--- config.mk ---
export PLATFORM = sky130hd
export DESIGN_NAME = dma_transfer_engine
export DESIGN_NICKNAME = d
export VERILOG_FILES = /design/src/rtl/dma_transfer_engine.sv
export SDC_FILE = /design/constraint.sdc
export NUM_CORES = 1
export LEC_CHECK = 0
export CAP_MARGIN = 5
export CELL_PAD_IN_SITES_DETAIL_PLACEMENT = 0
export CELL_PAD_IN_SITES_GLOBAL_PLACEMENT = 1
export CORE_MARGIN = 2
export CORE_UTILIZATION = 35
export DETAILED_ROUTE_END_ITERATION = 10
export HOLD_SLACK_MARGIN = 0.08
export PLACE_DENSITY = 0.95
export SETUP_SLACK_MARGIN = 0.2
export SLEW_MARGIN = 25
export SYNTH_ARGS = -nofsm -noshare
export SYNTH_HDL_FRONTEND = slang
export SYNTH_SLANG_ARGS = --single-unit
--- constraint.sdc ---
create_clock -name clock -period 9.63 [get_ports clock]
set_clock_uncertainty 0.15 [all_clocks]
set_input_delay 2.889 -clock clock [delete_from_list [all_inputs] [get_ports clock]]
set_output_delay 2.889 -clock clock [all_outputs]
set_load 0.02 [all_outputs]
--- src/rtl/dma_transfer_engine.sv ---
// Block-transfer DMA engine: moves 32-bit words between the system bus and port B of the
// 512-word scratch memory, configured and polled through a single custom instruction.
module dma_transfer_engine #(
  parameter logic [7:0]  customId = 8'h01,
  parameter int unsigned maxBurst = 16
) (
  input  logic        clock,
  input  logic        reset,
  input  logic        start,
  input  logic [31:0] valueA,
  input  logic [31:0] valueB,
  input  logic [7:0]  ciN,
  output logic        done,
  output logic [31:0] result,
  output logic [8:0]  memAddressB,
  output logic        memWriteEnableB,
  output logic [31:0] memDataInB,
  input  logic [31:0] memDataOutB,
  output logic        busRequest,
  input  logic        busGrant,
  output logic        beginTransaction,
  output logic [31:0] addressData,
  input  logic [31:0] addressDataIn,
  output logic [7:0]  burstSize,
  output logic        readNotWrite,
  output logic        dataValidOut,
  input  logic        dataValidIn,
  input  logic        busyIn,
  output logic        endTransactionOut,
  input  logic        endTransactionIn,
  input  logic        busErrorIn
);

  typedef enum logic [2:0] {
    StIdle, StReq, StBegin, StRd, StWrPrefetch, StWr, StEnd, StErr
  } state_e;

  localparam logic [7:0]  BurstMax   = 8'(maxBurst - 1);
  localparam logic [31:0] BurstMax32 = 32'(maxBurst - 1);

  state_e      state_q, state_d;
  logic [31:0] bus_start_q;
  logic [8:0]  mem_start_q;
  logic [9:0]  block_size_q;
  logic [7:0]  burst_len_q;
  logic        error_q, dir_rd_q;
  logic [31:0] bus_addr_q, bus_addr_d;
  logic [8:0]  mem_addr_q, mem_addr_d;
  logic [9:0]  remaining_q, remaining_d;
  logic [7:0]  burst_cnt_q, burst_cnt_d;
  logic        wr_last_q, wr_last_d;

  logic        ci_active, busy, cfg_we, ctrl_ok;
  logic [2:0]  sel;
  logic [9:0]  rem_m1;
  logic [7:0]  burst_sel;
  logic        unused_value_a;

  assign unused_value_a = ^{valueA[31:13], valueA[8:0]};

  assign ci_active = start && (ciN == customId);
  assign sel       = valueA[12:10];
  assign busy      = (state_q != StIdle);
  assign cfg_we    = ci_active && valueA[9] && !busy;
  assign ctrl_ok   = cfg_we && (sel == 3'd5) && (block_size_q != 10'd0) &&
                     ((valueB[1:0] == 2'b01) || (valueB[1:0] == 2'b10));

  assign rem_m1    = remaining_q - 10'd1;
  assign burst_sel = ({2'b00, burst_len_q} < rem_m1) ? burst_len_q : rem_m1[7:0];

  assign done = ci_active;

  always_comb begin
    result = '0;
    if (ci_active) begin
      case (sel)
        3'd1:    result = bus_start_q;
        3'd2:    result = {23'd0, mem_start_q};
        3'd3:    result = {22'd0, block_size_q};
        3'd4:    result = {24'd0, burst_len_q};
        3'd5:    result = {30'd0, error_q, busy};
        default: result = '0;
      endcase
    end
  end

  // Configuration and status registers.
  always_ff @(posedge clock) begin
    if (reset) begin
      bus_start_q  <= '0;
      mem_start_q  <= '0;
      block_size_q <= '0;
      burst_len_q  <= '0;
      error_q      <= 1'b0;
      dir_rd_q     <= 1'b0;
    end else begin
      if (state_q == StErr) begin
        error_q <= 1'b1;
      end else if (ctrl_ok) begin
        error_q  <= 1'b0;
        dir_rd_q <= valueB[0];
      end
      if (cfg_we) begin
        case (sel)
          3'd1: bus_start_q  <= {valueB[31:2], 2'b00};
          3'd2: mem_start_q  <= valueB[8:0];
          3'd3: block_size_q <= (valueB > 32'd512) ? 10'd512 : valueB[9:0];
          3'd4: burst_len_q  <= (valueB > BurstMax32) ? BurstMax : valueB[7:0];
          default: ;
        endcase
      end
    end
  end

  always_ff @(posedge clock) begin
    if (reset) begin
      state_q     <= StIdle;
      bus_addr_q  <= '0;
      mem_addr_q  <= '0;
      remaining_q <= '0;
      burst_cnt_q <= '0;
      wr_last_q   <= 1'b0;
    end else begin
      state_q     <= state_d;
      bus_addr_q  <= bus_addr_d;
      mem_addr_q  <= mem_addr_d;
      remaining_q <= remaining_d;
      burst_cnt_q <= burst_cnt_d;
      wr_last_q   <= wr_last_d;
    end
  end

  always_comb begin
    state_d           = state_q;
    bus_addr_d        = bus_addr_q;
    mem_addr_d        = mem_addr_q;
    remaining_d       = remaining_q;
    burst_cnt_d       = burst_cnt_q;
    wr_last_d         = wr_last_q;
    memAddressB       = '0;
    memWriteEnableB   = 1'b0;
    memDataInB        = '0;
    busRequest        = 1'b0;
    beginTransaction  = 1'b0;
    addressData       = '0;
    burstSize         = '0;
    readNotWrite      = 1'b0;
    dataValidOut      = 1'b0;
    endTransactionOut = 1'b0;

    unique case (state_q)
      StIdle: begin
        if (ctrl_ok) begin
          state_d     = StReq;
          bus_addr_d  = bus_start_q;
          mem_addr_d  = mem_start_q;
          remaining_d = block_size_q;
        end
      end
      StReq: begin
        busRequest = 1'b1;
        if (busGrant) state_d = StBegin;
      end
      StBegin: begin
        busRequest       = 1'b1;
        beginTransaction = 1'b1;
        addressData      = bus_addr_q;
        burstSize        = burst_sel;
        readNotWrite     = dir_rd_q;
        burst_cnt_d      = burst_sel;
        wr_last_d        = 1'b0;
        state_d          = dir_rd_q ? StRd : StWrPrefetch;
      end
      StRd: begin
        busRequest  = 1'b1;
        memAddressB = mem_addr_q;
        memDataInB  = addressDataIn;
        if (dataValidIn) begin
          memWriteEnableB = 1'b1;
          mem_addr_d      = mem_addr_q + 9'd1;
          bus_addr_d      = bus_addr_q + 32'd4;
          if (remaining_q != 10'd0) remaining_d = remaining_q - 10'd1;
        end
        if (endTransactionIn) state_d = StEnd;
      end
      StWrPrefetch: begin
        busRequest  = 1'b1;
        memAddressB = mem_addr_q;
        state_d     = StWr;
      end
      StWr: begin
        busRequest  = 1'b1;
        memAddressB = mem_addr_q;
        if (wr_last_q) begin
          endTransactionOut = 1'b1;
          state_d           = StEnd;
        end else begin
          dataValidOut = 1'b1;
          addressData  = memDataOutB;
          if (!busyIn) begin
            // Present the next address now so its word is ready on the following cycle.
            memAddressB = mem_addr_q + 9'd1;
            mem_addr_d  = mem_addr_q + 9'd1;
            bus_addr_d  = bus_addr_q + 32'd4;
            if (remaining_q != 10'd0) remaining_d = remaining_q - 10'd1;
            if (burst_cnt_q == 8'd0) wr_last_d = 1'b1;
            else                     burst_cnt_d = burst_cnt_q - 8'd1;
          end
        end
      end
      StEnd: begin
        state_d = (remaining_q == 10'd0) ? StIdle : StReq;
      end
      StErr: begin
        state_d = StIdle;
      end
    endcase

    if (busErrorIn && (state_q != StIdle) && (state_q != StErr)) state_d = StErr;
  end

endmodule

; ---- Word level (Yosys, flattened, before mapping)
; Index checks and enable logic that the tools add are counted.
; Widths: inputs -> output; s select.
[word_totals]
regBits = 122
in_bits = 144
word_cells = 128
[op_classes]
n_addsub = 4
eq_ne = 25
order_cmp = 3
bitwise = 1
n_reduce_logical = 30
n_mux = 53
[ops]
columns = operator, n
row1 = $mux 32, 7
row2 = $pmux 32 s5, 1
row3 = $pmux 32 s3, 1
row4 = $pmux 32 s2, 1
row5 = $mux 10, 6
row6 = $mux 8, 6
row7 = $mux 9, 4
row8 = $add 32x3->32 const B, 1
row9 = $gt 32x10->1 const B, 1
row10 = $gt 32x4->1 const B, 1
row11 = $pmux 10 s3, 1
row12 = $pmux 9 s3, 1
row13 = $pmux 3 s8, 1
row14 = $reduce_bool 10->1, 2
row15 = $eq 3x3->1 const B, 6
row16 = $mux 3, 6
row17 = $pmux 9 s2, 1
row18 = $pmux 8 s2, 1
row19 = $mux 1, 15
row20 = $ne 3x3->1 const B, 5
row21 = $eq 3x2->1 const B, 4
row22 = $logic_not 10->1, 1
row23 = $lt 8x10->1, 1
row24 = $ne 2x2->1 const B, 5
row25 = 22 further kinds, 37

; ---- Depth between registers and ports, before layout
; Gate-level depths: netlist of the first run.
[depth]
ltp_word = 10
ltp_mapped = 13

; ---- Least setup slack after synthesis of the first run
; Ideal clock, no wire load.
[synth_timing]
kind = input to output
start = input port ciN[2]
end = output port result[0]
required_ns = 6.591
arrival_time_ns = 4.468
cell_stages = 5
n_path_buf = 0
path_slack_ns = 2.123
path_cell_list = nor4_1 -> nand3_1 -> inv_1 -> nand2_1 -> a311oi_1
[synth_between]
elab_chain_cells = 3
[synth_rtl]
columns = item, line_no
row1 = "start, declared", 12  ; input logic [7:0] ciN,
row2 = $eq 8x1->1, 61  ; assign ci_active = start && (ciN == customId);
row3 = $logic_and 1x1->1, 61
row4 = net done, 13  ; output logic done,
row5 = $mux 32, 75  ; if (ci_active) begin
row6 = "end, declared", 14  ; output logic [31:0] result,
; The timed path passes the listed nets, and every way through them passes these cells.

; ---- Worst setup path in the final report of the first run
[layout_timing]
start = input port valueA[10]
end = output port result[30]
[layout_between]
elab_chain_cells = 3
elab_cells_between_ends = 7
[layout_rtl]
columns = item, line_no
row1 = "start, declared", 10  ; input logic [31:0] valueA,
row2 = $eq 3x3->1 (tied with other cells), 76  ; case (sel)
row3 = $pmux 32 s5 *, 76
row4 = $mux 32 *, 75
; Mark *: on every way between the ends. The rest lies on a longest branch, timed or not.

==> Implementation_results.wiki, run 1 <==
{| class="wikitable"
! Metric !! Value
|-
| Power share of the sequential group || about a third
|-
| Number of nets with antenna violations after detailed routing || 0
|-
| Final sum of negative setup slack || 0 ns
|-
| Layout-stage area growth over the synthesis result || 38.35%
|-
| Setup repair after global routing missed its margin || false
|-
| Switching power of the nets || 560.9 uW
|-
| Cells on worst reg2reg path || 11
|-
| Hold-critical path endpoint || bus_start_q[28]$_SDFFE_PP0P_
|-
| Proportion of layout cells with a drive suffix above 1 || roughly 5.6%
|-
| Placed cell areas || roughly 10000 um2
|-
| Worst R2R Start || remaining_q[0]$_SDFFE_PP0P_
|-
| Gp weighted congestion || ~0.88
|-
| Synth top area share || 30.26%
|-
| Most common cell type on the critical path || sky130_fd_sc_hd__clkdlybuf4s50_1
|-
| Yosys synthesis warning count || 0
|-
| CTS tree || built
|-
| Register-to-register setup slack || 5.71 ns
|-
| Delay of the slowest critical-path stage || 1.04 ns
|-
| Synthesized netlist cell count || 1080
|-
| Worst Path Class, Setup || in -> out
|-
| DR vias/cell || just under 6
|-
| CP top delay family || buffers and inverters
|-
| CTS H-tree depth || 4
|-
| Max-cap violation count || 0
|-
| Dpl cells || 1524
|-
| Number of inserted filler cells in the final layout || 2146
|-
| Final setup violation count || 0
|-
| Height of the die || about 150 um
|-
| Max Root-Sink Buffers || 2
|-
| # DRC || 0
|-
| Initial antenna violation count || 0
|-
| Biggest fanout along the worst timing path || 21
|-
| DIE WIDTH || ~150 um
|-
| Die area || 23900 um2
|-
| Worst rel slew slack || 31.78%
|-
| Most frequent cells after synthesis || sky130_fd_sc_hd__nand2_1 (166), sky130_fd_sc_hd__a21oi_1 (120), sky130_fd_sc_hd__dfxtp_1 (120)
|-
| Sequential fraction of the synthesis area || between 30 and 40%
|-
| Post-cts gate resize count || 0
|-
| Global-route wire length before repair || 45200 um
|-
| Boundary pin count || around 260
|-
| Hold violation count in the final report || 0
|-
| Number of library cell types mapped by synthesis || 70
|-
| Placeable Area || around 22000 um2
|-
| Nature of the critical path endpoint || primary output
|-
| FMAX || 115.5 MHz
|-
| Internal Dissipation || between 1000 and 1500 uW
|-
| Worst reg2reg path endpoint || burst_cnt_q[1]$_SDFFE_PP0P_
|-
| Global route total overflow || 0
|-
| IO buf count || 235
|-
| Cell-by-cell trace of the critical path || clkdlybuf4s50_1 > nor2b_1 > nand2b_1 > nor2_1 > buf_4 > and2_1 > clkdlybuf4s50_1
|-
| Final count of pins violating max slew || 0
|-
| Average instance area after synthesis || about 7.3 um2
|-
| DRC violation total after the first TritonRoute iteration || 846
|-
| Finished layout cell area || roughly 11000 um2
|-
| Ratio of total power to cell area || 143.8 nW/um2
|-
| Combinational group share of total power || 27.6%
|-
| TritonCTS buffer count || 17
|-
| Post-route non-filler standard cell count || 1556
|-
| Post-CTS setup-driven buffer insertion count || 0
|-
| Standby leakage power || 0.003707 uW
|-
| GRT Total Usage || 23.53%
|-
| Worst setup SP type || input pin
|-
| Clock-pin slew on the worst setup and hold paths || 0.06 ns
|-
| Maximum resistive drop on vdd || 132.3 uV
|-
| Number of buffers and inverters on the critical path || 3
|-
| Least-Margin Pin Slew || 1.014 ns
|-
| Post-synth net total || around 1200
|-
| Clock Power Share || a little under two fifths
|-
| Netlist area before placement || 7938 um2
|-
| HPWL after DPL || 21260 um
|-
| Final routed wire length divided by cell count || 18.70 um
|-
| Most instantiated library cell after synthesis || sky130_fd_sc_hd__nand2_1
|-
| Post-synth EDFFs || 0
|-
| Class of the worst hold path || reg -> reg
|-
| Antenna diodes || 0
|-
| Final critical path time including I/O delays and setup || 8.655 ns
|-
| Largest net degree at the start of global routing || 101
|-
| Dominant cells by area after synthesis || sky130_fd_sc_hd__dfxtp_1 (30%), sky130_fd_sc_hd__nand2_1 (7.8%), sky130_fd_sc_hd__a21oi_1 (7.6%)
|-
| Crit share post-route || 89.88%
|-
| End-of-flow core utilization || 48.95%
|-
| Required time at the endpoint of the critical path || 6.59 ns
|-
| CTS Root Cell || sky130_fd_sc_hd__clkbuf_16
|-
| Highest-delay cell along the critical path || sky130_fd_sc_hd__clkdlybuf4s50_1
|-
| Cell count of the worst hold path || 2
|-
| Overall routed net length || 29100 um
|-
| Async set-reset flop share out of synthesis || 0%
|-
| Via count of the first global-routing pass || 8214
|-
| Post-synthesis sequential element count || 120
|-
| Synth area leader || sky130_fd_sc_hd__dfxtp_1
|-
| Clk sink count || 120
|-
| Startpoint of the lowest-slack hold path || bus_start_q[28]$_SDFFE_PP0P_
|-
| Result of the run || finished clean
|-
| Layout Nets || 1415
|-
| Commonest register cell after synthesis || sky130_fd_sc_hd__dfxtp_1
|-
| First-pass iteration count of the detailed router || 5
|-
| Total number of vias || 9094
|-
| Effective utilization at floorplan || between 30% and 40%
|-
| Arrival time of the worst setup path || 5.62 ns
|-
| Sw Ratio || about 36%
|-
| Hold-fix buffer count after cts || 0
|-
| Number of rows created at floorplan || 55
|-
| Clock latency on the worst-skew pair || 0.42 ns
|}
-- power by group through the flow --
stage / combinational, uW / sequential [uW] / clock, uW
2_1_floorplan: 285 / 532 / 0
3_3_place_gp: 425 / 555 / 0
3_5_place_dp: 428 / 555 / 0
4_1_cts: 430 / 544 / 604
5_1_grt: 472 / 548 / 628
6_report: 436 / 545 / 598
-- cell usage in the layout, fill, tap and decap left out, drive strengths merged, types with 15 or more instances in the layout --
master         instances
inv                   27
nor2                  53
o21ai                 43
nand3                 37
buf                   15
clkbuf                17
nand2                166
a211oi                20
a22oi                 19
nand4                 15
nor3                  26
nor4                  18
dfxtp                120
clkdlybuf4s50        234
and2                  37
and3                  36
a22o                  32
a21oi                120
o32ai                 15
-- layer usage --
| layer | share of wire (%) | global-route usage [%] | vias up | wire, um |
|---|---|---|---|---|
| li1 | - | - | 4394 | - |
| met1 | 43 | 32.83 | 4203 | 12620 |
| met2 | 46 | 37.16 | 468 | 13410 |
| met3 | 9.5 | 5.548 | 29 | 2760 |
| met4 | 1.1 | 4.762 | 0 | 314 |
| met5 | 0 | 0 | - | 0 |
-- metrics by stage --
stage	setup slack [ns]	power [uW]	hold slack, ns
detailed placement	0.9096	983.1	0.3125
global placement	0.9492	980.0	0.2904
finish	0.9748	1579	0.3208
global route	0.7707	1648	0.3448
CTS	0.8938	1578	0.3193
floorplan	2.123	817.2	0.2819
-- state kept, by name (all words and copies together) (netlist names), 3 cells and up --
register      cells
block_size_q     10
burst_cnt_q       8
burst_len_q       8
bus_addr_q       30
bus_start_q      30
mem_addr_q        9
mem_start_q       9
remaining_q      10
state_q           3
-- how the worst max path moves through the flow --
stage | to | start | slack [ns] | cells after the start
3_5_place_dp | result[0] | ciN[2] | 0.91 | 7
2_1_floorplan | result[0] | ciN[2] | 2.12 | 5
6_report | result[30] | valueA[10] | 0.97 | 7
5_1_grt | result[0] | ciN[2] | 0.77 | 7
3_3_place_gp | result[0] | ciN[2] | 0.95 | 7
4_1_cts | result[0] | ciN[2] | 0.89 | 7
-- worst register-to-register path, cell delays in order (launching register included) --
cell and delay [ns]:
sky130_fd_sc_hd__dfxtp_1 0.37, sky130_fd_sc_hd__inv_1 0.13, sky130_fd_sc_hd__ha_1 0.37, sky130_fd_sc_hd__or4b_1 0.50, sky130_fd_sc_hd__nor2_1 0.13, sky130_fd_sc_hd__xor2_1 0.30
sky130_fd_sc_hd__inv_1 0.09, sky130_fd_sc_hd__ha_1 0.20, sky130_fd_sc_hd__or3_1 0.32, sky130_fd_sc_hd__o32ai_1 0.73, sky130_fd_sc_hd__nor2_1 0.21, sky130_fd_sc_hd__a211o_1 0.31
-- final cells by class --
class | instances | area (um2) | share of cell area (%)
Timing Repair Buffer | 249 | 2462 | 22.42
Multi-Input combinational cell | 852 | 5139 | 46.79
Tap cell | 285 | 356.6 | 3.247
Sequential cell | 120 | 2402 | 21.88
Clock buffer | 17 | 425.4 | 3.874
Inverter | 18 | 67.56 | 0.6152
Clock inverter | 15 | 128.9 | 1.174
-- kinds of logic after synthesis --
group / synth area share, %
compound gates: 30.96
xor+xnor: 0.7724
fa+ha+maj: 2.049
buf+inv: 5.422
flops: 30.26
mux: 1.655
simple gates: 28.88
No activity file was read; power rests on OpenSTA's default activity.
==> run 2, diff against run 1 <==
--- a/constraint.sdc
+++ b/constraint.sdc
@@ -4,2 +4,2 @@
 set_output_delay 2.889 -clock clock [all_outputs]
-set_load 0.02 [all_outputs]
+set_load 0.01 [all_outputs]
==> Implementation_results.wiki, run 2 (same netlist as run 1, synthesis figures left out) <==
{| class="wikitable"
! Metric !! Value
|-
| First-pass iteration count of the detailed router || 8 (was 5)
|-
| Initial antenna violation count || 0 (unchanged)
|-
| Biggest fanout along the worst timing path || 9 (was 21)
|-
| Failing checks || DRC
|-
| Max Root-Sink Buffers || 2 (unchanged)
|-
| Maximum resistive drop on vdd || 122.4 uV (was 132.3 uV)
|-
| Hold violation count in the final report || 0 (unchanged)
|-
| End-of-flow core utilization || 49.19% (was 48.95%)
|-
| Total number of vias || 9190 (was 9094)
|-
| Top flop regs || bus_addr_q: 30 flops, bus_start_q: 30 flops (unchanged)
|-
| Highest-count cells in the layout ignoring fill and taps || sky130_fd_sc_hd__clkdlybuf4s50_1 (234), sky130_fd_sc_hd__nand2_1 (165), sky130_fd_sc_hd__a21oi_1 (120), sky130_fd_sc_hd__dfxtp_1 (120), sky130_fd_sc_hd__nor2_1 (51) (unchanged)
|-
| Commonest non-fill, non-tap cell in the layout || sky130_fd_sc_hd__clkdlybuf4s50_1 (unchanged)
|-
| Die area || 23900 um2 (unchanged)
|-
| Finished layout cell area || 11040 um2 (was 10980 um2)
|-
| Ratio of total power to cell area || 148.1 nW/um2 (was 143.8 nW/um2)
|-
| Crit share post-route || 88.63% (was 89.88%)
|-
| Number of rows created at floorplan || 55 (unchanged)
|-
| Max-cap violation count || 0 (unchanged)
|-
| Final count of pins violating max slew || 0 (unchanged)
|-
| Final critical path time including I/O delays and setup || 8.535 ns (was 8.655 ns)
|-
| Placed cell areas || 10420 um2 (about the same)
|-
| Result of the run || finished, violations left (was finished clean)
|-
| Layout-stage area growth over the synthesis result || 39.03% (was 38.35%)
|-
| Largest net degree at the start of global routing || 88 (was 101)
|-
| DIE WIDTH || 154.6 um (unchanged)
|-
| Final routed wire length divided by cell count || 19.02 um (was 18.70 um)
|-
| Number of inserted filler cells in the final layout || 2200 (was 2146)
|-
| HPWL after DPL || 21380 um (was 21260 um)
|-
| Clk sink count || 120 (unchanged)
|-
| Setup repair after global routing missed its margin || false (unchanged)
|-
| # DRC || 4 (was 0)
|-
| TritonCTS buffer count || 17 (unchanged)
|-
| Class of the worst hold path || reg -> reg (unchanged)
|-
| Proportion of layout cells with a drive suffix above 1 || 5.586% (unchanged)
|-
| Number of nets with antenna violations after detailed routing || 0 (unchanged)
|-
| Global-route wire length before repair || 45820 um (was 45200 um)
|-
| CTS tree || built (unchanged)
|-
| FMAX || 117.2 MHz (was 115.5 MHz)
|-
| CTS Root Cell || sky130_fd_sc_hd__clkbuf_16 (unchanged)
|-
| Layout Nets || 1415 (unchanged)
|-
| Overall routed net length || 29610 um (was 29100 um)
|-
| Final sum of negative setup slack || 0 ns (unchanged)
|-
| Clock latency on the worst-skew pair || 0.43 ns (was 0.42 ns)
|-
| Boundary pin count || 264 (unchanged)
|-
| Nature of the critical path endpoint || primary output (unchanged)
|-
| Worst rel slew slack || 29.44% (was 31.78%)
|-
| Worst setup SP type || input pin (unchanged)
|-
| Worst Path Class, Setup || in -> out (unchanged)
|-
| DR vias/cell || 5.902 (was 5.844)
|-
| Hold-fix buffer count after cts || 0 (unchanged)
|-
| Via count of the first global-routing pass || 8260 (was 8214)
|-
| Register-to-register setup slack || 5.69 ns (was 5.71 ns)
|-
| Minimum setup slack after placement || 1.033 ns (was 0.9096 ns)
|-
| Global route total overflow || 0 (unchanged)
|-
| Fin worst setup slack || 1.095 ns (was 0.9748 ns)
|-
| Standby leakage power || 0.003741 uW (was 0.003707 uW)
|-
| GRT Total Usage || 23.90% (was 23.53%)
|-
| Placeable Area || 22430 um2 (unchanged)
|-
| Height of the die || 154.6 um (unchanged)
|-
| Clock-pin slew on the worst setup and hold paths || 0.06 ns (about the same)
|-
| IO buf count || 235 (unchanged)
|-
| Arrival time of the worst setup path || 5.50 ns (was 5.62 ns)
|-
| Post-CTS setup-driven buffer insertion count || 0 (unchanged)
|-
| Gp weighted congestion || 0.8780 (was 0.8795)
|-
| Effective utilization at floorplan || 35.38% (unchanged)
|-
| Required time at the endpoint of the critical path || 6.59 ns (about the same)
|-
| Final setup violation count || 0 (unchanged)
|-
| Least-Margin Pin Slew || 1.050 ns (was 1.014 ns)
|-
| Sum of internal, switching and leakage power || 1634 uW (was 1579 uW)
|-
| Post-cts gate resize count || 0 (unchanged)
|-
| CTS H-tree depth || 4 (unchanged)
|-
| DRC violation total after the first TritonRoute iteration || 1072 (was 846)
|}
[run 2: changes by cell type in the layout (fill, tap and decap cells not counted), sizes merged]
cell / change
clkinvlp: -2
diode: +1
bufinv: +3
clkinv: +3
inv: -4
[run 2: routing by layer]
| metal | vias to the layer above | global-route usage [%] | part of all wire, % |
|---|---|---|---|
| met3 | 39 | 4.259 | 8.6 |
| met2 | 441 | 36.67 | 45 |
| met4 | 0 | 7.187 | 1.8 |
| li1 | 4392 | - | - |
| met1 | 4318 | 34.17 | 44 |
| met5 | - | 0 | 0 |
[run 2: power breakdown]
| part | switching, uW | total, uW | internal [uW] |
|---|---|---|---|
| registers | 35.3 | 547 | 511 |
| clock network | 256 | 670 | 413 |
| logic | 253 | 418 | 165 |
| total | 545 | 1630 | 1090 |
[run 2: through the flow]
| stage | hold slack [ns] | std cells |
|---|---|---|
| 6_report | 0.3035 | 1557 |
| 5_1_grt | 0.3419 | 1556 |
| 4_1_cts | 0.3043 | 1556 |
| 3_5_place_dp | 0.2978 | 1524 |
| 3_3_place_gp | 0.2897 | 1524 |
| 2_1_floorplan | 0.2819 | 1080 |
[run 2: cell type report]
class                           count  area (um2)  area share (%)
Multi-Input combinational cell    852        5134           46.52
Timing Repair Buffer              249        2455           22.24
Sequential cell                   120        2402           21.77
Clock buffer                       17       425.4           3.855
Tap cell                          285       356.6           3.231
Clock inverter                     15       192.7           1.746
Inverter                           18       67.56          0.6122
Antenna cell                        1       2.502         0.02268
[run 2: final timing paths]
| path | from | end | cells past startpoint |
|---|---|---|---|
| worst max register to register | remaining_q[0]$_SDFFE_PP0P_ | burst_cnt_q[1]$_SDFFE_PP0P_ | 11 |
| worst max-delay path | ciN[2] | result[0] | 7 |
| worst min-delay path | bus_start_q[28]$_SDFFE_PP0P_ | bus_start_q[28]$_SDFFE_PP0P_ | 2 |
| worst min register to register | bus_start_q[28]$_SDFFE_PP0P_ | bus_start_q[28]$_SDFFE_PP0P_ | 2 |
[run 2: critical path, cell delays in order]
cell                              delay (ns)
sky130_fd_sc_hd__clkdlybuf4s50_1        0.39
sky130_fd_sc_hd__nor4_1                 0.41
sky130_fd_sc_hd__nand3_1                0.39
sky130_fd_sc_hd__inv_1                  0.17
sky130_fd_sc_hd__nand2_1                0.24
sky130_fd_sc_hd__a311oi_1               0.40
sky130_fd_sc_hd__clkdlybuf4s50_1        0.60
==> run 3, diff against run 2 <==
GPL_ROUTABILITY_DRIVEN = 0   (was not set)
==> results of run 3 <==
Final layout, timing and power as in run 2 (identical DEF).
